File: src/rtl/i2c_target_responder_if.sv
// Bus-side and register-file-side signals of the I2C target responder.
// The slave modport is the responder's view; master is the controller/user-logic side.
interface i2c_target_responder_if;
   logic       sclIn;
   logic       sdaIn;
   logic       sdaOut;
   logic [7:0] regAddr;
   logic [7:0] regWrData;
   logic       regWrEn;
   logic [7:0] regRdData;
   logic       regRdEn;
   logic       busy;

   modport slave (
      input  sclIn,
      input  sdaIn,
      input  regRdData,
      output sdaOut,
      output regAddr,
      output regWrData,
      output regWrEn,
      output regRdEn,
      output busy
   );

   modport master (
      output sclIn,
      output sdaIn,
      output regRdData,
      input  sdaOut,
      input  regAddr,
      input  regWrData,
      input  regWrEn,
      input  regRdEn,
      input  busy
   );
endinterface

File: src/rtl/i2c_target_responder.sv
// I2C target with 7-bit device address and an 8-bit auto-incrementing register pointer.
// SCL/SDA are oversampled by clockIn; all outputs are registered.
module i2c_target_responder #(
   parameter logic [6:0]  SLAVE_ADDRESS = 7'h3C,
   parameter int unsigned SYNC_STAGES   = 2
) (
   input logic                   clockIn,
   input logic                   reset_n,
   i2c_target_responder_if.slave bus
);

   typedef enum logic [3:0] {
      IDLE     = 4'd0,
      ADDR     = 4'd1,
      ADDR_ACK = 4'd2,
      REG      = 4'd3,
      REG_ACK  = 4'd4,
      WR       = 4'd5,
      WR_ACK   = 4'd6,
      RD       = 4'd7,
      RD_ACK   = 4'd8,
      IGNORE   = 4'd9
   } state_t;

   logic [SYNC_STAGES-1:0] sclSync_r;
   logic [SYNC_STAGES-1:0] sdaSync_r;
   logic                   sclPrev_r;
   logic                   sdaPrev_r;

   logic sclNow_s;
   logic sdaNow_s;
   logic sclRise_s;
   logic sclFall_s;
   logic startDet_s;
   logic stopDet_s;

   state_t     state_r,     stateNext_s;
   logic [2:0] bitCnt_r,    bitCntNext_s;
   logic [6:0] rxShift_r,   rxShiftNext_s;
   logic [6:0] txShift_r,   txShiftNext_s;
   logic       ackPhase_r,  ackPhaseNext_s;
   logic       rw_r,        rwNext_s;
   logic       sdaOut_r,    sdaOutNext_s;
   logic [7:0] regAddr_r,   regAddrNext_s;
   logic [7:0] regWrData_r, regWrDataNext_s;
   logic       regWrEn_r,   regWrEnNext_s;
   logic       regRdEn_r,   regRdEnNext_s;
   logic       busy_r,      busyNext_s;
   logic [7:0] rxByte_s;

   // Synchroniser chains plus one-cycle history for edge detection
   always_ff @(posedge clockIn) begin
      if (!reset_n) begin
         sclSync_r <= {SYNC_STAGES{1'b1}};
         sdaSync_r <= {SYNC_STAGES{1'b1}};
         sclPrev_r <= 1'b1;
         sdaPrev_r <= 1'b1;
      end else begin
         sclSync_r <= {sclSync_r[SYNC_STAGES-2:0], bus.sclIn};
         sdaSync_r <= {sdaSync_r[SYNC_STAGES-2:0], bus.sdaIn};
         sclPrev_r <= sclSync_r[SYNC_STAGES-1];
         sdaPrev_r <= sdaSync_r[SYNC_STAGES-1];
      end
   end

   assign sclNow_s   = sclSync_r[SYNC_STAGES-1];
   assign sdaNow_s   = sdaSync_r[SYNC_STAGES-1];
   assign sclRise_s  = sclNow_s & ~sclPrev_r;
   assign sclFall_s  = ~sclNow_s & sclPrev_r;
   // SCL must be high on both samples so an SCL edge never masquerades as START/STOP
   assign startDet_s = sclNow_s & sclPrev_r & sdaPrev_r & ~sdaNow_s;
   assign stopDet_s  = sclNow_s & sclPrev_r & ~sdaPrev_r & sdaNow_s;
   assign rxByte_s   = {rxShift_r, sdaNow_s};

   // Next-state and next-output logic for the transaction FSM
   always_comb begin
      stateNext_s     = state_r;
      bitCntNext_s    = bitCnt_r;
      rxShiftNext_s   = rxShift_r;
      txShiftNext_s   = txShift_r;
      ackPhaseNext_s  = ackPhase_r;
      rwNext_s        = rw_r;
      sdaOutNext_s    = sdaOut_r;
      regAddrNext_s   = regAddr_r;
      regWrDataNext_s = regWrData_r;
      regWrEnNext_s   = 1'b0;
      regRdEnNext_s   = 1'b0;
      busyNext_s      = busy_r;

      if (startDet_s) begin
         stateNext_s    = ADDR;
         bitCntNext_s   = 3'd0;
         ackPhaseNext_s = 1'b0;
         sdaOutNext_s   = 1'b1;
      end else if (stopDet_s) begin
         stateNext_s  = IDLE;
         sdaOutNext_s = 1'b1;
         busyNext_s   = 1'b0;
      end else begin
         case (state_r)
            IDLE, IGNORE: begin
               stateNext_s = state_r;
            end
            ADDR, REG, WR: begin
               if (sclRise_s) begin
                  rxShiftNext_s = rxByte_s[6:0];
                  bitCntNext_s  = bitCnt_r + 3'd1;
                  if (bitCnt_r == 3'd7) begin
                     ackPhaseNext_s = 1'b0;
                     if (state_r == ADDR) begin
                        if (rxByte_s[7:1] == SLAVE_ADDRESS) begin
                           stateNext_s = ADDR_ACK;
                           busyNext_s  = 1'b1;
                           rwNext_s    = rxByte_s[0];
                        end else begin
                           stateNext_s = IGNORE;
                        end
                     end else if (state_r == REG) begin
                        regAddrNext_s = rxByte_s;
                        stateNext_s   = REG_ACK;
                     end else begin
                        regWrDataNext_s = rxByte_s;
                        regWrEnNext_s   = 1'b1;
                        stateNext_s     = WR_ACK;
                     end
                  end else begin
                     stateNext_s = state_r;
                  end
               end else begin
                  stateNext_s = state_r;
               end
            end
            // First fall after the 8th bit starts the ACK, the second one ends it
            ADDR_ACK, REG_ACK, WR_ACK: begin
               if (sclFall_s) begin
                  if (!ackPhase_r) begin
                     sdaOutNext_s   = 1'b0;
                     ackPhaseNext_s = 1'b1;
                  end else begin
                     sdaOutNext_s   = 1'b1;
                     ackPhaseNext_s = 1'b0;
                     bitCntNext_s   = 3'd0;
                     case (state_r)
                        ADDR_ACK: begin
                           if (rw_r) begin
                              regRdEnNext_s = 1'b1;
                              txShiftNext_s = bus.regRdData[6:0];
                              sdaOutNext_s  = bus.regRdData[7];
                              stateNext_s   = RD;
                           end else begin
                              stateNext_s = REG;
                           end
                        end
                        REG_ACK: begin
                           stateNext_s = WR;
                        end
                        WR_ACK: begin
                           regAddrNext_s = regAddr_r + 8'd1;
                           stateNext_s   = WR;
                        end
                        default: begin
                           stateNext_s = IDLE;
                        end
                     endcase
                  end
               end else begin
                  stateNext_s = state_r;
               end
            end
            RD: begin
               if (sclRise_s) begin
                  bitCntNext_s = bitCnt_r + 3'd1;
                  if (bitCnt_r == 3'd7) begin
                     ackPhaseNext_s = 1'b0;
                     stateNext_s    = RD_ACK;
                  end else begin
                     stateNext_s = RD;
                  end
               end else if (sclFall_s) begin
                  sdaOutNext_s  = txShift_r[6];
                  txShiftNext_s = {txShift_r[5:0], 1'b0};
               end else begin
                  stateNext_s = RD;
               end
            end
            // Release after the 8th bit, sample controller ACK, then reload on the next fall
            RD_ACK: begin
               if (sclRise_s) begin
                  if (sdaNow_s) begin
                     stateNext_s = IGNORE;
                  end else begin
                     regAddrNext_s = regAddr_r + 8'd1;
                  end
               end else if (sclFall_s) begin
                  if (!ackPhase_r) begin
                     sdaOutNext_s   = 1'b1;
                     ackPhaseNext_s = 1'b1;
                  end else begin
                     regRdEnNext_s  = 1'b1;
                     txShiftNext_s  = bus.regRdData[6:0];
                     sdaOutNext_s   = bus.regRdData[7];
                     ackPhaseNext_s = 1'b0;
                     bitCntNext_s   = 3'd0;
                     stateNext_s    = RD;
                  end
               end else begin
                  stateNext_s = RD_ACK;
               end
            end
            default: begin
               stateNext_s  = IDLE;
               sdaOutNext_s = 1'b1;
            end
         endcase
      end
   end

   // FSM state and registered outputs
   always_ff @(posedge clockIn) begin
      if (!reset_n) begin
         state_r     <= IDLE;
         bitCnt_r    <= 3'd0;
         rxShift_r   <= 7'd0;
         txShift_r   <= 7'd0;
         ackPhase_r  <= 1'b0;
         rw_r        <= 1'b0;
         sdaOut_r    <= 1'b1;
         regAddr_r   <= 8'h00;
         regWrData_r <= 8'h00;
         regWrEn_r   <= 1'b0;
         regRdEn_r   <= 1'b0;
         busy_r      <= 1'b0;
      end else begin
         state_r     <= stateNext_s;
         bitCnt_r    <= bitCntNext_s;
         rxShift_r   <= rxShiftNext_s;
         txShift_r   <= txShiftNext_s;
         ackPhase_r  <= ackPhaseNext_s;
         rw_r        <= rwNext_s;
         sdaOut_r    <= sdaOutNext_s;
         regAddr_r   <= regAddrNext_s;
         regWrData_r <= regWrDataNext_s;
         regWrEn_r   <= regWrEnNext_s;
         regRdEn_r   <= regRdEnNext_s;
         busy_r      <= busyNext_s;
      end
   end

   assign bus.sdaOut    = sdaOut_r;
   assign bus.regAddr   = regAddr_r;
   assign bus.regWrData = regWrData_r;
   assign bus.regWrEn   = regWrEn_r;
   assign bus.regRdEn   = regRdEn_r;
   assign bus.busy      = busy_r;

endmodule

File: src/flat_wrapper.sv
// flat-port wrapper written by rule: the top's interface ports become plain ports
module i2c_target_responder_flat 
#(
   parameter logic [6:0]  SLAVE_ADDRESS = 7'h3C,
   parameter int unsigned SYNC_STAGES   = 2
)
  (clockIn, reset_n, bus_sclIn, bus_sdaIn, bus_regRdData, bus_sdaOut, bus_regAddr, bus_regWrData, bus_regWrEn, bus_regRdEn, bus_busy);
  i2c_target_responder_if bus_i ();
  input logic clockIn;
  input logic reset_n;
  input wire logic [$bits(bus_i.sclIn)-1:0] bus_sclIn;
  input wire logic [$bits(bus_i.sdaIn)-1:0] bus_sdaIn;
  input wire logic [$bits(bus_i.regRdData)-1:0] bus_regRdData;
  output wire logic [$bits(bus_i.sdaOut)-1:0] bus_sdaOut;
  output wire logic [$bits(bus_i.regAddr)-1:0] bus_regAddr;
  output wire logic [$bits(bus_i.regWrData)-1:0] bus_regWrData;
  output wire logic [$bits(bus_i.regWrEn)-1:0] bus_regWrEn;
  output wire logic [$bits(bus_i.regRdEn)-1:0] bus_regRdEn;
  output wire logic [$bits(bus_i.busy)-1:0] bus_busy;
  assign bus_i.sclIn = bus_sclIn;
  assign bus_i.sdaIn = bus_sdaIn;
  assign bus_i.regRdData = bus_regRdData;
  assign bus_sdaOut = bus_i.sdaOut;
  assign bus_regAddr = bus_i.regAddr;
  assign bus_regWrData = bus_i.regWrData;
  assign bus_regWrEn = bus_i.regWrEn;
  assign bus_regRdEn = bus_i.regRdEn;
  assign bus_busy = bus_i.busy;
  i2c_target_responder #(.SLAVE_ADDRESS(SLAVE_ADDRESS), .SYNC_STAGES(SYNC_STAGES)) u_core (.clockIn(clockIn), .reset_n(reset_n), .bus(bus_i));
endmodule
File: config.mk
export PLATFORM = sky130hd
export DESIGN_NAME = i2c_target_responder_flat
export DESIGN_NICKNAME = d
export VERILOG_FILES = /design/src/rtl/i2c_target_responder_if.sv /design/src/rtl/i2c_target_responder.sv /design/src/flat_wrapper.sv
export SDC_FILE = /design/constraint.sdc
export NUM_CORES = 1
export LEC_CHECK = 0
export ABC_AREA = 1
export BUFFER_PORTS_ARGS = -buffer_cell sky130_fd_sc_hd__buf_2
export CAP_MARGIN = 10
export CELL_PAD_IN_SITES_DETAIL_PLACEMENT = 1
export CELL_PAD_IN_SITES_GLOBAL_PLACEMENT = 1
export CORE_MARGIN = 2
export CORE_UTILIZATION = 44
export DETAILED_ROUTE_END_ITERATION = 6
export PLACE_DENSITY = 0.95
export SYNTH_ARGS = -nofsm -noshare
export SYNTH_HDL_FRONTEND = slang
export SYNTH_SLANG_ARGS = --single-unit
File: constraint.sdc
create_clock -name clockIn -period 3.6 [get_ports clockIn]
set_input_delay 0.18 -clock clockIn [delete_from_list [all_inputs] [get_ports clockIn]]
set_output_delay 0.18 -clock clockIn [all_outputs]
set_load 0.01 [all_outputs]
## Word level (Yosys, flattened, before mapping)

Index checks and enable logic that the tools add are counted.

- Word-level logic and storage cells: 184
- Bits in registers: 49
- Memories kept: 0
- Latch bits: 0
- Memory bits (writable): 0
- ROM bits: 0

- Reductions and logical operators: 29
- Order comparisons: 0
- Multiply operators: 0
- $add $sub $neg: 2
- Divide/modulo/power cells: 0
- Mux-type cells: 75
- Bitwise operators: 21
- Shift operators: 0
- Equal/unequal tests: 40

Operator list:

| kind | number |
|---|---|
| 8-bit 2-to-1 mux | 9 |
| 7-bit 2-to-1 mux | 9 |
| 4-bit 2-to-1 mux | 13 |
| 1-bit 2-to-1 mux | 30 |
| 2-bit by 1-bit != test with 1-bit output, second input constant | 14 |
| 8-bit one-hot mux with 3 select lines | 1 |
| 12-bit AND reduction | 2 |
| 7-bit one-hot mux with 3 select lines | 1 |
| 4-bit one-hot mux with 5 select lines | 1 |
| 4-bit by 3-bit == test with 1-bit output, second input constant | 4 |
| 4-bit by 1-bit != test with 1-bit output, second input constant | 4 |
| 8-bit AND reduction | 2 |
| 3-bit 2-to-1 mux | 5 |
| 1-bit inverter | 14 |
| 7-bit AND reduction | 2 |
| 6-bit AND reduction | 2 |
| 5-bit by 4-bit != test with 1-bit output, second input constant | 2 |
| 2-bit nonzero test | 5 |
| 3-bit one-hot mux with 3 select lines | 1 |
| 3-bit nonzero test | 3 |
| 3-bit OR reduction | 3 |
| 8-bit by 1-bit adder with 8-bit output, second input constant | 1 |
| 4-bit by 2-bit == test with 1-bit output, second input constant | 2 |
| 4-bit == test, second input constant | 2 |
| other kinds (22) | 35 |

## Logic depth before layout (Yosys ltp)

Gate-level depths: netlist of the first run.

- Depth after elaboration: 8
- Mapped depth: 12
- Gate-level depth less buffers: 12

## Least setup slack after synthesis of the first run

No wires, ideal clock.

- Kind: flip-flop to flip-flop
- From: register u_core.sclPrev_r
- To: register u_core.regAddr_r[1], in the netlist u_core.bus.regAddr[1]
- Slack: 2.021 ns
- Arrival time: 1.463 ns
- Buffers on the path: 0
- Stages on the path, launching flop included: 10
- Period minus slack after synthesis: 1.579 ns
- Library setup time: 0.116 ns
- Cell sequence: dfxtp_1 > ha_1 > nand3_1 > nand2_1 > clkinv_1 > nand4_1 > nor2_4 > nand2_4 > o21ai_0 > nor2_1

- Word-level cells in the longest chain between the ends: 5
- Elaborated cells on any way between the ends: 14

RTL lines:

| what | RTL line | RTL |
|---|---|---|
| start: declaration | i2c_target_responder.sv:27 | `logic sclPrev_r;` |
| start signal: assignment | i2c_target_responder.sv:61 | `sclPrev_r <= sclSync_r[SYNC_STAGES-1];` |
| 1-bit AND | i2c_target_responder.sv:71, i2c_target_responder.sv:72 |  |
| 1-bit AND, on equally long branches (2 in series) | i2c_target_responder.sv:72, i2c_target_responder.sv:71 |  |
| 1-bit inverter (no line) | - |  |
| 12-bit AND reduction (no line) (*) | - |  |
| end signal: assignment | i2c_target_responder.sv:241 | `regAddr_r <= regAddrNext_s;` |
| end: declaration | i2c_target_responder.sv:44 | `logic [7:0] regAddr_r, regAddrNext_s;` |

Mark *: on every way between the ends. The rest lies on a longest branch, timed or not.
A chain may end at the register's enable or synchronous reset.

## Final worst setup path of the first run

- From: register u_core.sclPrev_r
- To: register u_core.regWrData_r[4], in the netlist u_core.bus.regWrData[4]

- Word-level cells in the longest chain between the ends: 5
- Elaborated cells on any way between the ends: 10

RTL lines:

| what | RTL line | RTL |
|---|---|---|
| 1-bit AND | i2c_target_responder.sv:71, i2c_target_responder.sv:72 |  |
| 1-bit AND, on equally long branches (2 in series) | i2c_target_responder.sv:72, i2c_target_responder.sv:71 |  |
| 1-bit inverter (no line) | - |  |
| 7-bit AND reduction (no line) (*) | - |  |
| end signal: assignment | i2c_target_responder.sv:242 | `regWrData_r <= regWrDataNext_s;` |
| end: declaration | i2c_target_responder.sv:45 | `logic [7:0] regWrData_r, regWrDataNext_s;` |

Marked as above.

==> results of run 1 <==
## power by group through the flow
| stage | logic, mW | clock network (mW) | registers (mW) |
|---|---|---|---|
| finish | 0.342 | 0.381 | 0.615 |
| global route | 0.383 | 0.402 | 0.620 |
| CTS | 0.340 | 0.385 | 0.614 |
| detailed placement | 0.334 | 0 | 0.626 |
| global placement | 0.320 | 0 | 0.624 |
| floorplan | 0.232 | 0 | 0.629 |
## synth_stat cells (2+ instances only)
library cell / number / area, um^2
sky130_fd_sc_hd__nor2_4: 3 / 33.78
sky130_fd_sc_hd__nand2_2: 6 / 37.54
sky130_fd_sc_hd__o21ai_0: 33 / 165.2
sky130_fd_sc_hd__buf_6: 2 / 22.52
sky130_fd_sc_hd__nand2_1: 101 / 379.1
sky130_fd_sc_hd__a21oi_1: 18 / 90.09
sky130_fd_sc_hd__or2_2: 6 / 37.54
sky130_fd_sc_hd__nand3_1: 21 / 105.1
sky130_fd_sc_hd__nand3_2: 4 / 40.04
sky130_fd_sc_hd__nor2_1: 65 / 244.0
sky130_fd_sc_hd__o21ai_1: 6 / 30.03
sky130_fd_sc_hd__nand4_1: 8 / 50.05
sky130_fd_sc_hd__inv_2: 3 / 11.26
sky130_fd_sc_hd__dfxtp_1: 49 / 980.9
sky130_fd_sc_hd__nor2_2: 4 / 25.02
sky130_fd_sc_hd__nand2_4: 4 / 45.04
sky130_fd_sc_hd__clkbuf_1: 3 / 11.26
sky130_fd_sc_hd__nor3_1: 8 / 40.04
sky130_fd_sc_hd__ha_1: 7 / 87.58
sky130_fd_sc_hd__inv_1: 40 / 150.1
## layout make-up
class | instances | share of cell area
clock inverter | 1 | 0.002901
inverter | 45 | 0.05760
tap | 75 | 0.03108
clock buffer | 7 | 0.03191
sequential | 49 | 0.3249
timing repair buffer | 31 | 0.05139
multi-input combinational | 305 | 0.5002
## routing by layer
layer  vias to the layer above  GRT usage  share of wire
met5                         -          0              0
met4                         0    0.06721         0.0092
met3                         9    0.04022          0.040
met2                        68     0.4524           0.51
met1                      1363     0.3159           0.44
li1                       1358          -              -
## worst paths after layout
| kind | from | endpoint | slack, ns | depth (start not counted) |
|---|---|---|---|---|
| min reg2reg | u_core.sdaSync_r[0]$_SDFF_PN1_ | u_core.sdaSync_r[1]$_SDFF_PN1_ | 0.43 | 1 |
| max | u_core.sclPrev_r$_SDFF_PN1_ | u_core.bus.regWrData[4]$_SDFFE_PN0P_ | 1.45 | 7 |
| max reg2reg | u_core.sclPrev_r$_SDFF_PN1_ | u_core.bus.regWrData[4]$_SDFFE_PN0P_ | 1.45 | 7 |
| min | bus_sdaIn | u_core.sdaSync_r[0]$_SDFF_PN1_ | 0.06 | 2 |
## stage by stage
stage,instance area [um^2],std cells,util
6_report,3019,513,0.5069
5_1_grt,3019,513,0.5069
4_1_cts,3019,513,0.5069
3_5_place_dp,2914,505,0.4893
3_3_place_gp,2914,505,0.4893
2_1_floorplan,2711,406,-
## cell families after synthesis
logic type | synth area share
AO/OA/AOI/OAI | 0.1181
XOR/XNOR | 0.003231
adder cells (fa/ha/maj) | 0.03230
buffers and inverters | 0.08121
flip-flops | 0.3618
AND/OR/NAND/NOR | 0.4033
## sequential cells by signal, summed over array words and instances (netlist names)
name / count
u_core.ackPhase_r: 1
u_core.bitCnt_r: 3
u_core.sdaSync_r: 2
u_core.bus.regAddr: 8
u_core.bus.regWrData: 8
u_core.rw_r: 1
u_core.rxShift_r: 7
u_core.sclSync_r: 2
u_core.txShift_r: 7
u_core.bus.sdaOut: 1
u_core.bus.regRdEn: 1
u_core.state_r: 4
u_core.sdaPrev_r: 1
u_core.bus.busy: 1
u_core.bus.regWrEn: 1
u_core.sclPrev_r: 1
## worst max-delay path, cell delays in order, from the launching register on
cell and delay [ns]:
sky130_fd_sc_hd__dfxtp_1 0.36, sky130_fd_sc_hd__inv_1 0.07, sky130_fd_sc_hd__ha_1 0.32, sky130_fd_sc_hd__nand2_1 0.25
sky130_fd_sc_hd__nor3_2 0.63, sky130_fd_sc_hd__inv_1 0.21, sky130_fd_sc_hd__nor2_1 0.16, sky130_fd_sc_hd__nor2_1 0.07
==> summary.md, run 1 <==
| Metric | Value |
|---|---|
| Clock tree sinks | 49 |
| Mapped Cells | a little over 400 |
| Clock Latency Late Sink | 0.31 ns |
| Final total negative setup slack | 0 ns |
| Area taken by flip-flops and latches | just under 0.001 mm^2 |
| Library cells used by synthesis | 35 |
| Multi-input gate area | about 0.0015 mm^2 |
| GRT Residual Overflow | 0 |
| Total CTS buffers | 5 |
| IO Count | 32 |
| Cell chosen for the clock root | sky130_fd_sc_hd__clkbuf_8 |
| Worst slack at placement | 1.434 ns |
| Status | completed |
| Slew of the pin with the lowest slew margin | between 0.6 and 0.7 ns |
| Number of buffers inserted by post-CTS setup repair | 0 |
| Final Critical Period | approximately 2.1 ns |
| Sequential cell fraction of total power | 0.459 |
| Number of antenna violations at the first check in global routing | 0 |
| VDD IR max | 0.2130 mV |
| Yosys warning total | 0 |
| Worst clock skew | about 0.0060 ns |
| Final hold viol count | 0 |
| Initial Util | 0.4553 |
| Leakage Power | 1.519 nW |
| Flip-flop and latch count after synthesis | 49 |
| Growth of design area from synthesis to finish | 11.35% |
| Final Hold Slack | 0.05848 ns |
| Pin count of the biggest net entering global routing | 36 |
| Part of the cycle the worst path needs | 0.5970 |
| Mapped Avg Cell Area | ~6.7 um^2 |
| Dominant register cell in the synthesized netlist | sky130_fd_sc_hd__dfxtp_1 |
| Count of final setup violators | 0 |
| Share of synthesized registers carrying an async set or reset | 0 |
| Cell-internal power | 863.0 uW |
| Comb pwr share | 0.256 |
| Number of global-route vias before repair | 2839 |
| Full die area | slightly below 0.007 mm^2 |
| Buffers added on ports | 31 |
| Row count | 28 |
| CTS tree | done |
| DRC violations left | 0 |
| Max-capacitance violation count | 0 |
| Clk network pwr share | 0.285 |
| Ant diodes | 0 |
| Class of the most critical setup path | flop to flop |
| Cell area after technology mapping | 0.002711 mm^2 |
| Setup repair after global routing missed its margin | false |
| # resized after CTS | 0 |
| Vias per cell | about 5.5 |
| Fraction of final layout cells with drive strength greater than 1 | 0.1667 |
| Overall track demand over capacity in global routing | 0.2534 |
| Achievable frequency | 465.3 MHz |
| Drt first pass iters | 4 |
| Worst slew margin relative to its limit | 0.5523 |
| CTS max path bufs | 2 |
| Path category of the worst min-delay check | input port to flop |
| Clock transition time at the flip-flop clock pins of the worst setup and hold paths | 0.10 ns |
| Violation count after the first detailed-routing iteration | 181 |
| Post-DP HPWL | around 6000 um |
| Level count of the clock H-tree | 2 |
| Proportion of synthesized chip area in sequential cells | 0.3618 |
| Worst-path maximum fanout | 12 |
| Commonest non-fill, non-tap cells in the layout | sky130_fd_sc_hd__nand2_1, sky130_fd_sc_hd__nor2_1, sky130_fd_sc_hd__dfxtp_1 |
| Max-slew violation count | 0 |
| Overall die width | 82.50 um |
| Power per standard cell area | 443.1 mW/mm^2 |
| Total nets after synthesis | 425 |
| Post-synth EDFFs | 0 |
| Most common cell after layout, fill and taps aside | sky130_fd_sc_hd__nand2_1 |
| Final net count | approximately 460 |
| Power after layout | 1.338 mW |
| Post-CTS Hold Buffers | 0 |
| Final estimated routing congestion in global placement | 0.9477 |
| Std-Cell Core Area | just under 0.006 mm^2 |
| Data required time at the worst endpoint | approximately 3.8 ns |
| CP Data Arrival Time | between 2 and 2.5 ns |
| Total length of routed wires | 8139 um |
| Share of total power consumed by net switching | 0.3549 |
| Die outline height | 82.50 um |
| Crit start category | flop |
| Final worst slack | 1.451 ns |
| Global-route wire length before repair | 13320 um |
| Vias post-DR | 2798 |
| Total of fill cells in the finished design | 823 |
| Routed Antenna Nets | 0 |
| Critical Path Sink Type | flop |
| WL per Instance | 15.87 um |
| Switching power | roughly 470 uW |
Note: power is estimated with default switching activity, not from simulation.
==> inputs of run 2 (changes only) <==
CORE_UTILIZATION = 41   (was 44)
PLACE_DENSITY = 0.9   (was 0.95)
clock period = 2.2 ns   (was 3.6 ns; I/O delays follow)
==> run 2 against run 1 <==
Global-route usage fell by 1.6 points. Register-to-register slack got worse by 1.2 ns. Clock skew fell by 0.0016 ns. Sequential cell count did not move. Maximum frequency rose by 8.4%. Via count fell by 0.93%. Combinational power rose by 67%. Routed wire length fell by 0.61%. Clock-buffer cell count fell by 2. Critical endpoint is now u_core.state_r[1]$_SDFFE_PP0P_. Largest cell class unchanged.
==> summary.md, run 2 (synthesized netlist as in run 1, its figures left out) <==
| Metric | Value |
|---|---|
| Most frequent cell on the critical path | sky130_fd_sc_hd__nand2_1 |
| Growth of design area from synthesis to finish | 13.01% |
| Vias post-DR | 2772 (-0.93%) |
| Violation count after the first detailed-routing iteration | 126 (-30%) |
| GRT Residual Overflow | 0 (unchanged) |
| Final std cells w/o fill | 521 (+1.6%) |
| Buffers added on ports | 31 (unchanged) |
| Vias per cell | 5.321 (-2.5%) |
| CP Data Arrival Time | 2.23 ns (-0.13 ns) |
| CTS tree | done |
| Max-capacitance violation count | 0 (unchanged) |
| Class of the most critical setup path | flop to flop |
| Count of final setup violators | 0 (unchanged) |
| Crit start category | flop |
| Level count of the clock H-tree | 2 (unchanged) |
| Most common cell after layout, fill and taps aside | sky130_fd_sc_hd__nand2_1 |
| Std-Cell Core Area | 0.006386 mm^2 (+7.2%) |
| Final estimated routing congestion in global placement | 0.9045 (-4.6%) |
| DRC violations left | 0 (unchanged) |
| Die outline height | 85.32 um (+3.4%) |
| Number of buffers inserted by post-CTS setup repair | 0 (unchanged) |
| CTS max path bufs | 2 (unchanged) |
| Clock tree sinks | 49 (unchanged) |
| Global-route wire length before repair | 13880 um (+4.2%) |
| Power per standard cell area | 710.2 mW/mm^2 (+60%) |
| Cell chosen for the clock root | sky130_fd_sc_hd__clkbuf_8 |
| Clock transition time at the flip-flop clock pins of the worst setup and hold paths | 0.10 ns (about the same) |
| Final Critical Period | 1.982 ns (-0.1673 ns) |
| Total length of routed wires | 8089 um (-0.61%) |
| Path category of the worst min-delay check | input port to flop |
| Row count | 29 (+3.6%) |
| Final Hold Slack | 0.1083 ns (+0.04979 ns) |
| WL per Instance | 15.53 um (-2.1%) |
| Final total negative setup slack | 0 ns (unchanged) |
| Worst-path maximum fanout | 7 (-5) |
| Number of global-route vias before repair | 2927 (+3.1%) |
| Part of the cycle the worst path needs | 0.9008 (+0.3038) |
| Fraction of final layout cells with drive strength greater than 1 | 0.1734 (+0.006757) |
| Commonest non-fill, non-tap cells in the layout | sky130_fd_sc_hd__nand2_1, sky130_fd_sc_hd__nor2_1, sky130_fd_sc_hd__dfxtp_1 |
| # resized after CTS | 0 (unchanged) |
| Data required time at the worst endpoint | 2.45 ns (-1.37 ns) |
| Total CTS buffers | 5 (unchanged) |
| Leakage Power | 1.543 nW (+1.6%) |
| Cells along the critical path | inv_1 -> ha_1 -> nand2_1 -> nand2_1 -> nand2_2 -> nor2_1 -> o21ai_0 -> a21oi_1 |
| Pin count of the biggest net entering global routing | 25 (-31%) |
| Cell with the largest stage delay on the worst path | sky130_fd_sc_hd__dfxtp_1 |
| Overall die width | 85.32 um (+3.4%) |
| Drt first pass iters | 4 (unchanged) |
| Power after layout | 2.176 mW (+63%) |
| Final hold viol count | 0 (unchanged) |
| Ant diodes | 0 (unchanged) |
| Overall track demand over capacity in global routing | 0.2369 (-0.01642) |
| Crit path buf inv count | 1 (-1) |
| Setup repair after global routing missed its margin | false |
| Critical path's top delay family | simple AND/OR/NAND/NOR gates |
| Post-DP HPWL | 6078 um (+1.3%) |
| Full die area | 0.007280 mm^2 (+7.0%) |
| Number of antenna violations at the first check in global routing | 0 (unchanged) |
| Initial Util | 0.4246 (-0.03068) |
| Achievable frequency | 504.6 MHz (+8.4%) |
| Status | completed |
| IO Count | 32 (unchanged) |
| Clock Latency Late Sink | 0.32 ns (about the same) |
| Worst slew margin relative to its limit | 0.7187 (+0.1664) |
| Critical Path Sink Type | flop |
| VDD IR max | 0.3382 mV (+59%) |
| Routed Antenna Nets | 0 (unchanged) |
| Worst clock skew | 0.004423 ns (-0.001604 ns) |
| Final net count | 462 (+1.3%) |
| Dpl cells | 511 (+1.2%) |
| Largest stage delay on the critical path | 0.36 ns (-0.27 ns) |
| Slew of the pin with the lowest slew margin | 0.4220 ns (-0.2459 ns) |
| Max-slew violation count | 0 (unchanged) |
[run 2: final cells by class]
| class | instances | area [um^2] |
|---|---|---|
| Inverter | 45 | 173.9 |
| Fill cell | 870 | 3322 |
| Tap cell | 77 | 96.34 |
| Sequential cell | 49 | 980.9 |
| Timing Repair Buffer | 37 | 205.2 |
| Clock inverter | 3 | 28.78 |
| Multi-Input combinational cell | 305 | 1510 |
| Clock buffer | 5 | 68.82 |
[run 2: repair_timing]
item / in CTS / in global routing
setup endpoints to repair: 0 / 0
endpoints found under the hold margin: 2 / 0
hold buffers: 2 / 0
[run 2: final timing paths]
check,from,slack [ns],depth (start not counted),end
worst max-delay path,u_core.sclPrev_r$_SDFF_PN1_,0.22,8,u_core.state_r[1]$_SDFFE_PP0P_
worst min-delay path,bus_regRdData[0],0.11,5,u_core.txShift_r[0]$_SDFFE_PN0P_
worst max register to register,u_core.sclPrev_r$_SDFF_PN1_,0.22,8,u_core.state_r[1]$_SDFFE_PP0P_
worst min register to register,u_core.sdaSync_r[0]$_SDFF_PN1_,0.43,1,u_core.sdaSync_r[1]$_SDFF_PN1_
[run 2: worst register-to-register path, cell delays in order, from the launching register on]
cell                      delay, ns
sky130_fd_sc_hd__dfxtp_1       0.36
sky130_fd_sc_hd__inv_1         0.07
sky130_fd_sc_hd__ha_1          0.33
sky130_fd_sc_hd__nand2_1       0.28
sky130_fd_sc_hd__nand2_1       0.16
sky130_fd_sc_hd__nand2_2       0.10
sky130_fd_sc_hd__nor2_1        0.24
sky130_fd_sc_hd__o21ai_0       0.20
sky130_fd_sc_hd__a21oi_1       0.16
[run 2: power breakdown]
group | total, mW | switching (mW) | internal, mW
Combinational | 0.570 | 0.388 | 0.182
Sequential | 1.01 | 0.0637 | 0.944
Clock | 0.599 | 0.358 | 0.241
Total | 2.18 | 0.810 | 1.37
[run 2: stage by stage]
stage          setup WS (ns)    util  instance area [um^2]
3_5_place_dp          0.2901  0.4614                  2947
4_1_cts               0.2440  0.4798                  3064
5_1_grt              0.08758  0.4798                  3064
6_report              0.2183  0.4798                  3064
2_1_floorplan         0.6214       -                  2711
3_3_place_gp          0.3985  0.4614                  2947
[run 2: metal layers]
layer,track usage,wire length [um]
met4,0.08947,167
met3,0.04086,312
met1,0.2994,3751
met2,0.4027,3858
met5,0,0
